**src/rtl/partial_term_gen.sv**
```systemverilog
// partial_term_gen: walks y LSB-first emitting gated x terms and 2^i weights for a downstream accumulator; PTG_EARLY_EXIT_EN stops once the remaining y bits are zero.
module partial_term_gen #(
  parameter int XW = 12,
  parameter int YW = 6
) (
  input  logic          clk,
  input  logic          rst,
  input  logic          start,
  input  logic [XW-1:0] x_in,
  input  logic [YW-1:0] y_in,
  output logic [XW-1:0] one_bit_mult_x,
  output logic [YW-1:0] powercnt,
  output logic          init_result,
  output logic          ldresult,
  output logic          busy,
  output logic          done
);
  localparam int SW = $clog2(YW);
`ifdef PTG_EARLY_EXIT_EN
  localparam bit EARLY = 1'b1;
`else
  localparam bit EARLY = 1'b0;
`endif
  typedef enum logic [1:0] {IDLE, INIT, STEP, FIN} state_t;
  state_t        state, state_n;
  logic [XW-1:0] x_reg, x_n;
  logic [YW-1:0] y_reg, y_n;
  logic [SW-1:0] step, step_n;
  logic          last, issue_n;
  always_comb begin
    state_n = state;
    x_n     = x_reg;
    y_n     = y_reg;
    step_n  = step;
    last    = (step == SW'(YW - 1)) || (EARLY && (y_reg >> step) == '0);
    case (state)
      IDLE: if (start) begin
        state_n = INIT;
        x_n     = x_in;
        y_n     = y_in;
        step_n  = '0;
      end
      INIT: begin
        state_n = STEP;
        step_n  = '0;
      end
      STEP: begin
        state_n = last ? FIN : STEP;
        step_n  = last ? step : step + SW'(1);
      end
      default: state_n = IDLE;
    endcase
    // with early exit, the first step whose remaining bits are all zero is a silent one
    issue_n = !(EARLY && (y_reg >> step_n) == '0);
  end
  always_ff @(posedge clk) begin
    if (rst) begin
      state          <= IDLE;
      x_reg          <= '0;
      y_reg          <= '0;
      step           <= '0;
      one_bit_mult_x <= '0;
      powercnt       <= '0;
      init_result    <= 1'b0;
      ldresult       <= 1'b0;
      busy           <= 1'b0;
      done           <= 1'b0;
    end else begin
      state          <= state_n;
      x_reg          <= x_n;
      y_reg          <= y_n;
      step           <= step_n;
      one_bit_mult_x <= (state_n == STEP && y_reg[step_n]) ? x_reg : '0;
      powercnt       <= (state_n == STEP) ? YW'(1) << step_n : '0;
      init_result    <= state_n == INIT;
      ldresult       <= state_n == STEP && issue_n;
      busy           <= state_n == INIT || state_n == STEP;
      done           <= state_n == FIN;
    end
  end
endmodule

```
**config.mk**
```make
export PLATFORM = sky130hd
export DESIGN_NAME = partial_term_gen
export DESIGN_NICKNAME = d
export VERILOG_FILES = /design/src/rtl/partial_term_gen.sv
export SDC_FILE = /design/constraint.sdc
export NUM_CORES = 1
export LEC_CHECK = 0
export ABC_CLOCK_PERIOD_IN_PS = 2900
export BUFFER_PORTS_ARGS = -buffer_cell sky130_fd_sc_hd__buf_4
export CORE_AREA = 3 3 56 78
export CTS_BUF_LIST = sky130_fd_sc_hd__clkbuf_2 sky130_fd_sc_hd__clkbuf_4 sky130_fd_sc_hd__clkbuf_8
export DETAILED_ROUTE_END_ITERATION = 12
export DIE_AREA = 0 0 59 81
export PLACE_DENSITY = 0.7
export SETUP_SLACK_MARGIN = 0.15
export SYNTH_ARGS = -nofsm -noshare
export SYNTH_HDL_FRONTEND = slang
export SYNTH_SLANG_ARGS = --single-unit
```
**constraint.sdc**
```tcl
create_clock -name clk -period 2.9 [get_ports clk]
set_clock_uncertainty 0.1 [all_clocks]
set_input_delay 0.29 -clock clk [delete_from_list [all_inputs] [get_ports clk]]
set_output_delay 0.29 -clock clk [all_outputs]
set_load 0.01 [all_outputs]
```
==> impl_metrics.csv, run 1 <==
group,metric,value,unit
outcome,status,"completed",
run,maxCapViolations,0,
routing,dr.pass1.iters,4,
timing,max-slew-margin-rel,55.3,%
routing,detailedRoute.firstIterationViolations,43,
cells_and_area,syn_to_final_growth,25.0,%
routing,drt.antenna.violating_nets,0,
yosys,distinct_cells_synth,26,
timing,final.hold.worst_slack,0.138,ns
global_routing,antenna_violations_before_repair,0,
timing,setup_ws,0.752,ns
yosys,syn_area_per_cell,8.55,um^2
yosys,ys.warnings.count,0,
yosys,ys_seq_area_share,52.1,%
worst_setup_path,critical_path.endpoint_type,"flip-flop",
routing,route.vias.total,1434,
yosys,post_synth_instance_area,1730,um^2
die,die_extent_in_y,81,um
global_routing,first_global_vias,1391,
cells_and_area,final_nets,270,
die,chipWidth,59,um
routing,via_per_inst,5.05,
power,total_leakage_power,0.916,nW
yosys,postSynthNetCount,231,
power,total_power,0.00163,W
global_routing,grt-ovfl-total,0,
die,initial_utilization,46.6,%
clock_network,cts.reportedPaths.clkPinSlew,0.08,ns
placement,port_buffers,42,
global_routing,grt_max_degree,28,
yosys,synth_common_cells,"nand2_1 (54), dfxtp_1 (45), a21oi_1 (21)",
timing,worst_pin_slew,0.670,ns
timing,rsz0062_at_grt,"false",
routing,post_drt_wl_per_cell,12.7,um
placement,gp_congestion,0.857,
yosys,synth-main-ff-cell,"dfxtp_1",
worst_setup_path,cp-startpoint,"state[0]$_SDFF_PP0_",
die,die-area,4780,um^2
clock_network,cts.htree.levels,2,
placement,dp_slack,0.781,ns
clock_network,cts_hold_buffers,0,
timing,min_period_over_period,74.1,%
routing,route.detailed.drc,0,
worst_setup_path,cp.arrival,2.28,ns
clock_network,cts-buffers-inserted,5,
clock_network,post_cts.repair.setup_buffers,0,
global_routing,groute.usage.overall,16.7,%
power,pwr_density_cell,754,nW/um^2
yosys,syn_inst,202,
timing,final_hold_violating_endpoints,0,
clock_network,cts_tree,"yes",
clock_network,worst_skew_pair.late_latency,0.29,ns
die,core_area,3710,um^2
cells_and_area,num-fill-cells,359,
cells_and_area,drive_above_1_share,22.3,%
hold_path,start_point_of_the_worst_min_delay_path,"x_in[11]",
yosys,synthMostInstantiatedCell,"nand2_1",
yosys,ys_async_sr_fraction,0,%
yosys,flip_flop_and_latch_count_after_synthesis,45,
cells_and_area,antenna_cells_inserted,0,
clock_network,cts_max_path_buffers,2,
die,rows,26,
worst_setup_path,worst-setup-path-type,"flip-flop to flip-flop",
timing,max_freq,466,MHz
worst_setup_path,start_kind,"flip-flop",
yosys,synthDominantAreaCellType,"dfxtp_1",
routing,drt_wl_total,3620,um
worst_setup_path,critical_path.max_fanout,16,
timing,timing.final.setup_violations,0,
power,power.ir.vdd_worst,441,uV
hold_path,worstHoldPathType,"input pin to flip-flop",
clock_network,cts.sinks,45,
yosys,synth.area.top_cells,"dfxtp_1 (52%), nand2_1 (12%), a21oi_1 (6.1%)",
timing,final_period_minus_worst_setup_slack,2.15,ns
worst_setup_path,cp.required,3.03,ns
yosys,synthDominantCellAreaShare,52.1,%
timing,pins_over_slew_limit,0,
global_routing,grt_pass1_wl,6180,um
die,pin_count,43,
clock_network,post_cts_resized,0,
placement,hpwlAfterDp,2590,um
timing,fin_setup_tns,0,ns
worst_setup_path,critical_path.reg2reg.startpoint,"state[0]$_SDFF_PP0_",
yosys,synth_enable_flop_cells,0,
clock_network,ctsRootBufferMaster,"clkbuf_8",
==> kinds of logic (layout without fill, tap and decap cells) <==
kind of cell,after synthesis,count (layout),synth area share (%)
flops,45,45,52.1
simple gates,86,86,21.2
buf+inv,16,56,4.78
compound gates,47,47,16.1
fa+ha+maj,8,8,5.79
==> critical path, stage by stage, from the launching register on <==
cell and delay [ns]:
dfxtp_1 0.32, inv_1 0.08, ha_1 0.21, nor2b_1 0.19, a21oi_1 0.08, or2_2 0.30
inv_1 0.09, ha_1 0.13, nor2b_1 0.11, buf_4 0.22, nand3_1 0.14, nor2_1 0.12
==> where the power goes <==
group / internal (W) / switching (W) / leakage (nW)
clock: 0.000290 / 0.000196 / 0.0619
combinational: 0.000165 / 0.000253 / 0.488
sequential: 0.000688 / 0.0000359 / 0.366
==> worst paths after layout <==
check | cells past startpoint | slack [ns] | end
min reg2reg | 2 | 0.33 | one_bit_mult_x[2]$_SDFF_PP0_
max reg2reg | 11 | 0.75 | powercnt[3]$_SDFF_PP0_
max | 11 | 0.75 | powercnt[3]$_SDFF_PP0_
min | 3 | 0.14 | x_reg[11]$_SDFFE_PP0P_
==> metal layers <==
| metal | track usage (%) | wire length (um) | vias up |
|---|---|---|---|
| li1 | - | - | 749 |
| met1 | 19.1 | 1500 | 648 |
| met2 | 29.0 | 1890 | 31 |
| met3 | 4.77 | 177 | 6 |
| met4 | 6.12 | 51 | 0 |
| met5 | 0 | 0 | - |
==> per-stage QoR <==
step	area (um^2)	cells	utilization (%)
final	2160	284	58.2
after global routing	2160	284	58.2
after CTS	2160	284	58.2
after detailed placement	2040	276	55.0
after global placement	2040	276	55.0
after floorplan	1730	202	-
==> layout make-up <==
cell class	instances	area (um^2)	area share, %
Timing Repair Buffer	43	323	14.9
Multi-Input combinational cell	141	744	34.5
Clock buffer	7	90.1	4.17
Clock inverter	1	30.0	1.39
Sequential cell	45	901	41.7
Tap cell	42	52.6	2.43
Inverter	5	18.8	0.869
==> placed cells by master, fill, tap and decap left out <==
| cell type | netlist | layout |
|---|---|---|
| dfxtp_1 | 45 | 45 |
| o21ai_1 | 2 | 2 |
| nand2_1 | 54 | 54 |
| nor2_1 | 12 | 12 |
| o21ai_0 | 3 | 3 |
| clkbuf_8 | 0 | 6 |
| o22ai_1 | 1 | 1 |
| and3_1 | 1 | 1 |
| or2_2 | 1 | 1 |
| a21oi_1 | 21 | 21 |
| clkbuf_4 | 0 | 1 |
| a211o_1 | 3 | 3 |
| a31oi_1 | 12 | 12 |
| o22a_1 | 1 | 1 |
| and3b_1 | 1 | 1 |
| nand2b_1 | 1 | 1 |
| a21oi_2 | 1 | 1 |
| nor3_1 | 2 | 2 |
| nor2b_2 | 1 | 1 |
| and2_1 | 1 | 1 |
| ha_1 | 8 | 8 |
| buf_4 | 0 | 43 |
| bufinv_16 | 0 | 1 |
| a21o_1 | 3 | 3 |
| nand3_1 | 7 | 7 |
| nor2b_1 | 5 | 5 |
| inv_1 | 5 | 5 |
No activity file was read; power rests on OpenSTA's default activity.
==> run 2, diff against run 1 <==
Settings changed: ABC_CLOCK_PERIOD_IN_PS 2900 to 2000.
Clock period 2.9 ns to 2 ns, I/O delays scaled along.
==> impl_metrics.csv, run 2 (synthesized netlist as in run 1, its figures left out) <==
group,metric,value,unit
die,core_area,3710,um^2
die,rows,26,
global_routing,grt_max_degree,28,
worst_setup_path,start_kind,"flip-flop",
cells_and_area,drive_above_1_share,40.2,%
timing,max-slew-margin-rel,74.1,%
routing,drt.antenna.violating_nets,0,
worst_setup_path,cp.arrival,2.07,ns
clock_network,cts_max_path_buffers,2,
power,power.internal,0.00182,W
clock_network,cts.sinks,45,
cells_and_area,num-fill-cells,307,
routing,dr.pass1.iters,4,
placement,dp_slack,0.0400,ns
timing,pins_over_slew_limit,0,
hold_path,start_point_of_the_worst_min_delay_path,"x_in[6]",
global_routing,groute.usage.overall,18.8,%
timing,timing.final.setup_violations,0,
timing,final.hold.worst_slack,0.0475,ns
worst_setup_path,critical_path.endpoint_type,"flip-flop",
worst_setup_path,worst-setup-path-type,"flip-flop to flip-flop",
power,pwr_density_cell,1070,nW/um^2
worst_setup_path,critPathCapture,"one_bit_mult_x[7]$_SDFF_PP0_",
cells_and_area,syn_to_final_growth,44.7,%
global_routing,first_global_vias,1490,
clock_network,worst_skew_pair.late_latency,0.29,ns
global_routing,grt-ovfl-total,0,
worst_setup_path,critical_path.reg2reg.startpoint,"state[0]$_SDFF_PP0_",
power,power.ir.vdd_worst,854,uV
cells_and_area,seq_area,908,um^2
worst_setup_path,r2r-end,"one_bit_mult_x[7]$_SDFF_PP0_",
timing,setup_ws,0.0491,ns
worst_setup_path,setup.reg_to_reg.worst_slack,0.05,ns
worst_setup_path,critical_path.max_fanout,7,
routing,via_per_inst,5.20,
timing,worst_pin_slew,0.388,ns
power,power.switching,0.000860,W
routing,route.detailed.drc,0,
placement,hpwlAfterDp,2740,um
die,initial_utilization,46.6,%
clock_network,cts.reportedPaths.clkPinSlew,0.08,ns
cells_and_area,utilization,67.4,%
power,clock_power_share,24.2,%
cells_and_area,antenna_cells_inserted,0,
die,die-area,4780,um^2
power,power_frac_seq,40.2,%
cells_and_area,mostFrequentLayoutCells,"buf_4 (54), nand2_1 (46), dfxtp_1 (43)",
timing,final_period_minus_worst_setup_slack,1.95,ns
power,total_leakage_power,1.03,nW
outcome,status,"completed",
cells_and_area,final_nets,285,
placement,port_buffers,42,
global_routing,grt_pass1_wl,6710,um
die,die_extent_in_y,81,um
routing,detailedRoute.firstIterationViolations,57,
run,maxCapViolations,0,
worst_setup_path,rr_worst_depth,11,
power,power_switching_share,32.1,%
timing,max_freq,513,MHz
worst_setup_path,cp.required,2.12,ns
clock_network,cts-buffers-inserted,5,
worst_setup_path,cp-startpoint,"state[0]$_SDFF_PP0_",
cells_and_area,multiInputGateArea,941,um^2
timing,rsz0062_at_grt,"true",
routing,post_drt_wl_per_cell,14.1,um
clock_network,cts_tree,"yes",
placement,gp_congestion,0.839,
cells_and_area,most_common_library_cell_in_the_layout_ignoring_fill_and_taps,"buf_4",
die,chipWidth,59,um
timing,final_hold_violating_endpoints,0,
clock_network,ctsRootBufferMaster,"clkbuf_8",
global_routing,antenna_violations_before_repair,0,
die,pin_count,43,
clock_network,cts.htree.levels,2,
timing,min_period_over_period,97.5,%
routing,route.vias.total,1550,
routing,drt_wl_total,4200,um
hold_path,worstHoldPathType,"input pin to flip-flop",
power,share_comb_of_total_power,35.6,%
[run 2: cell count changes in the layout (fill, tap and decap cells not counted), sizes merged]
| cell | change |
|---|---|
| buf | +15 |
| clkbuf | -2 |
| clkinv | +1 |
[run 2: power groups by stage]
stage	registers, W	clock network (W)	logic [W]
3_5_place_dp	0.00107	0	0.000705
5_1_grt	0.00109	0.000702	0.00105
2_1_floorplan	0.00108	0	0.000471
4_1_cts	0.00106	0.000663	0.000887
3_3_place_gp	0.00107	0	0.000697
6_report	0.00108	0.000649	0.000954
[run 2: layout make-up]
class / count / area share (%)
Multi-Input combinational cell: 141 / 37.6
Timing Repair Buffer: 58 / 18.7
Clock buffer: 5 / 2.75
Tap cell: 42 / 2.10
Inverter: 5 / 1.05
Clock inverter: 2 / 1.40
Sequential cell: 45 / 36.3
[run 2: critical path, stage by stage, from the launching register on]
cell,delay [ns]
dfxtp_4,0.37
inv_4,0.07
ha_4,0.14
nor2b_4,0.15
a21oi_2,0.06
or2_4,0.25
inv_4,0.07
ha_4,0.11
nor2b_4,0.18
buf_6,0.16
nand2_2,0.05
a31oi_1,0.17
[run 2: repair_timing]
| item | CTS | global route |
|---|---|---|
| gates resized for setup | 32 | 14 |
| setup endpoints to repair | 18 | 18 |
| gates cloned | 1 | 0 |
| buffers inserted | 4 | 1 |
| pin swaps | 10 | 3 |
| hold buffers | 0 | 0 |
[run 2: per-stage QoR]
stage | setup TNS (ns) | instances | cell area, um^2 | total power (W)
after floorplan | 0 | 202 | 1760 | 0.00155
after global placement | 0 | 285 | 2160 | 0.00177
after detailed placement | 0 | 285 | 2160 | 0.00178
after CTS | 0 | 297 | 2440 | 0.00261
after global routing | -0.125 | 298 | 2500 | 0.00284
final | 0 | 298 | 2500 | 0.00268
[run 2: worst min path at each step]
stage / to / slack, ns / cells past startpoint
floorplan: y_reg[2]$_SDFFE_PP0P_ / 0.24 / 2
global route: x_reg[1]$_SDFFE_PP0P_ / 0.05 / 3
CTS: y_reg[0]$_SDFFE_PP0P_ / 0.04 / 3
finish: x_reg[6]$_SDFFE_PP0P_ / 0.05 / 3
detailed placement: one_bit_mult_x[0]$_SDFF_PP0_ / 0.33 / 2
global placement: one_bit_mult_x[4]$_SDFF_PP0_ / 0.33 / 2
[run 2: per-layer routing]
layer,share of wire [%],GRT usage (%)
met2,56,33.8
met4,1.4,7.48
met3,4.1,4.77
met1,39,20.4
met5,0,0
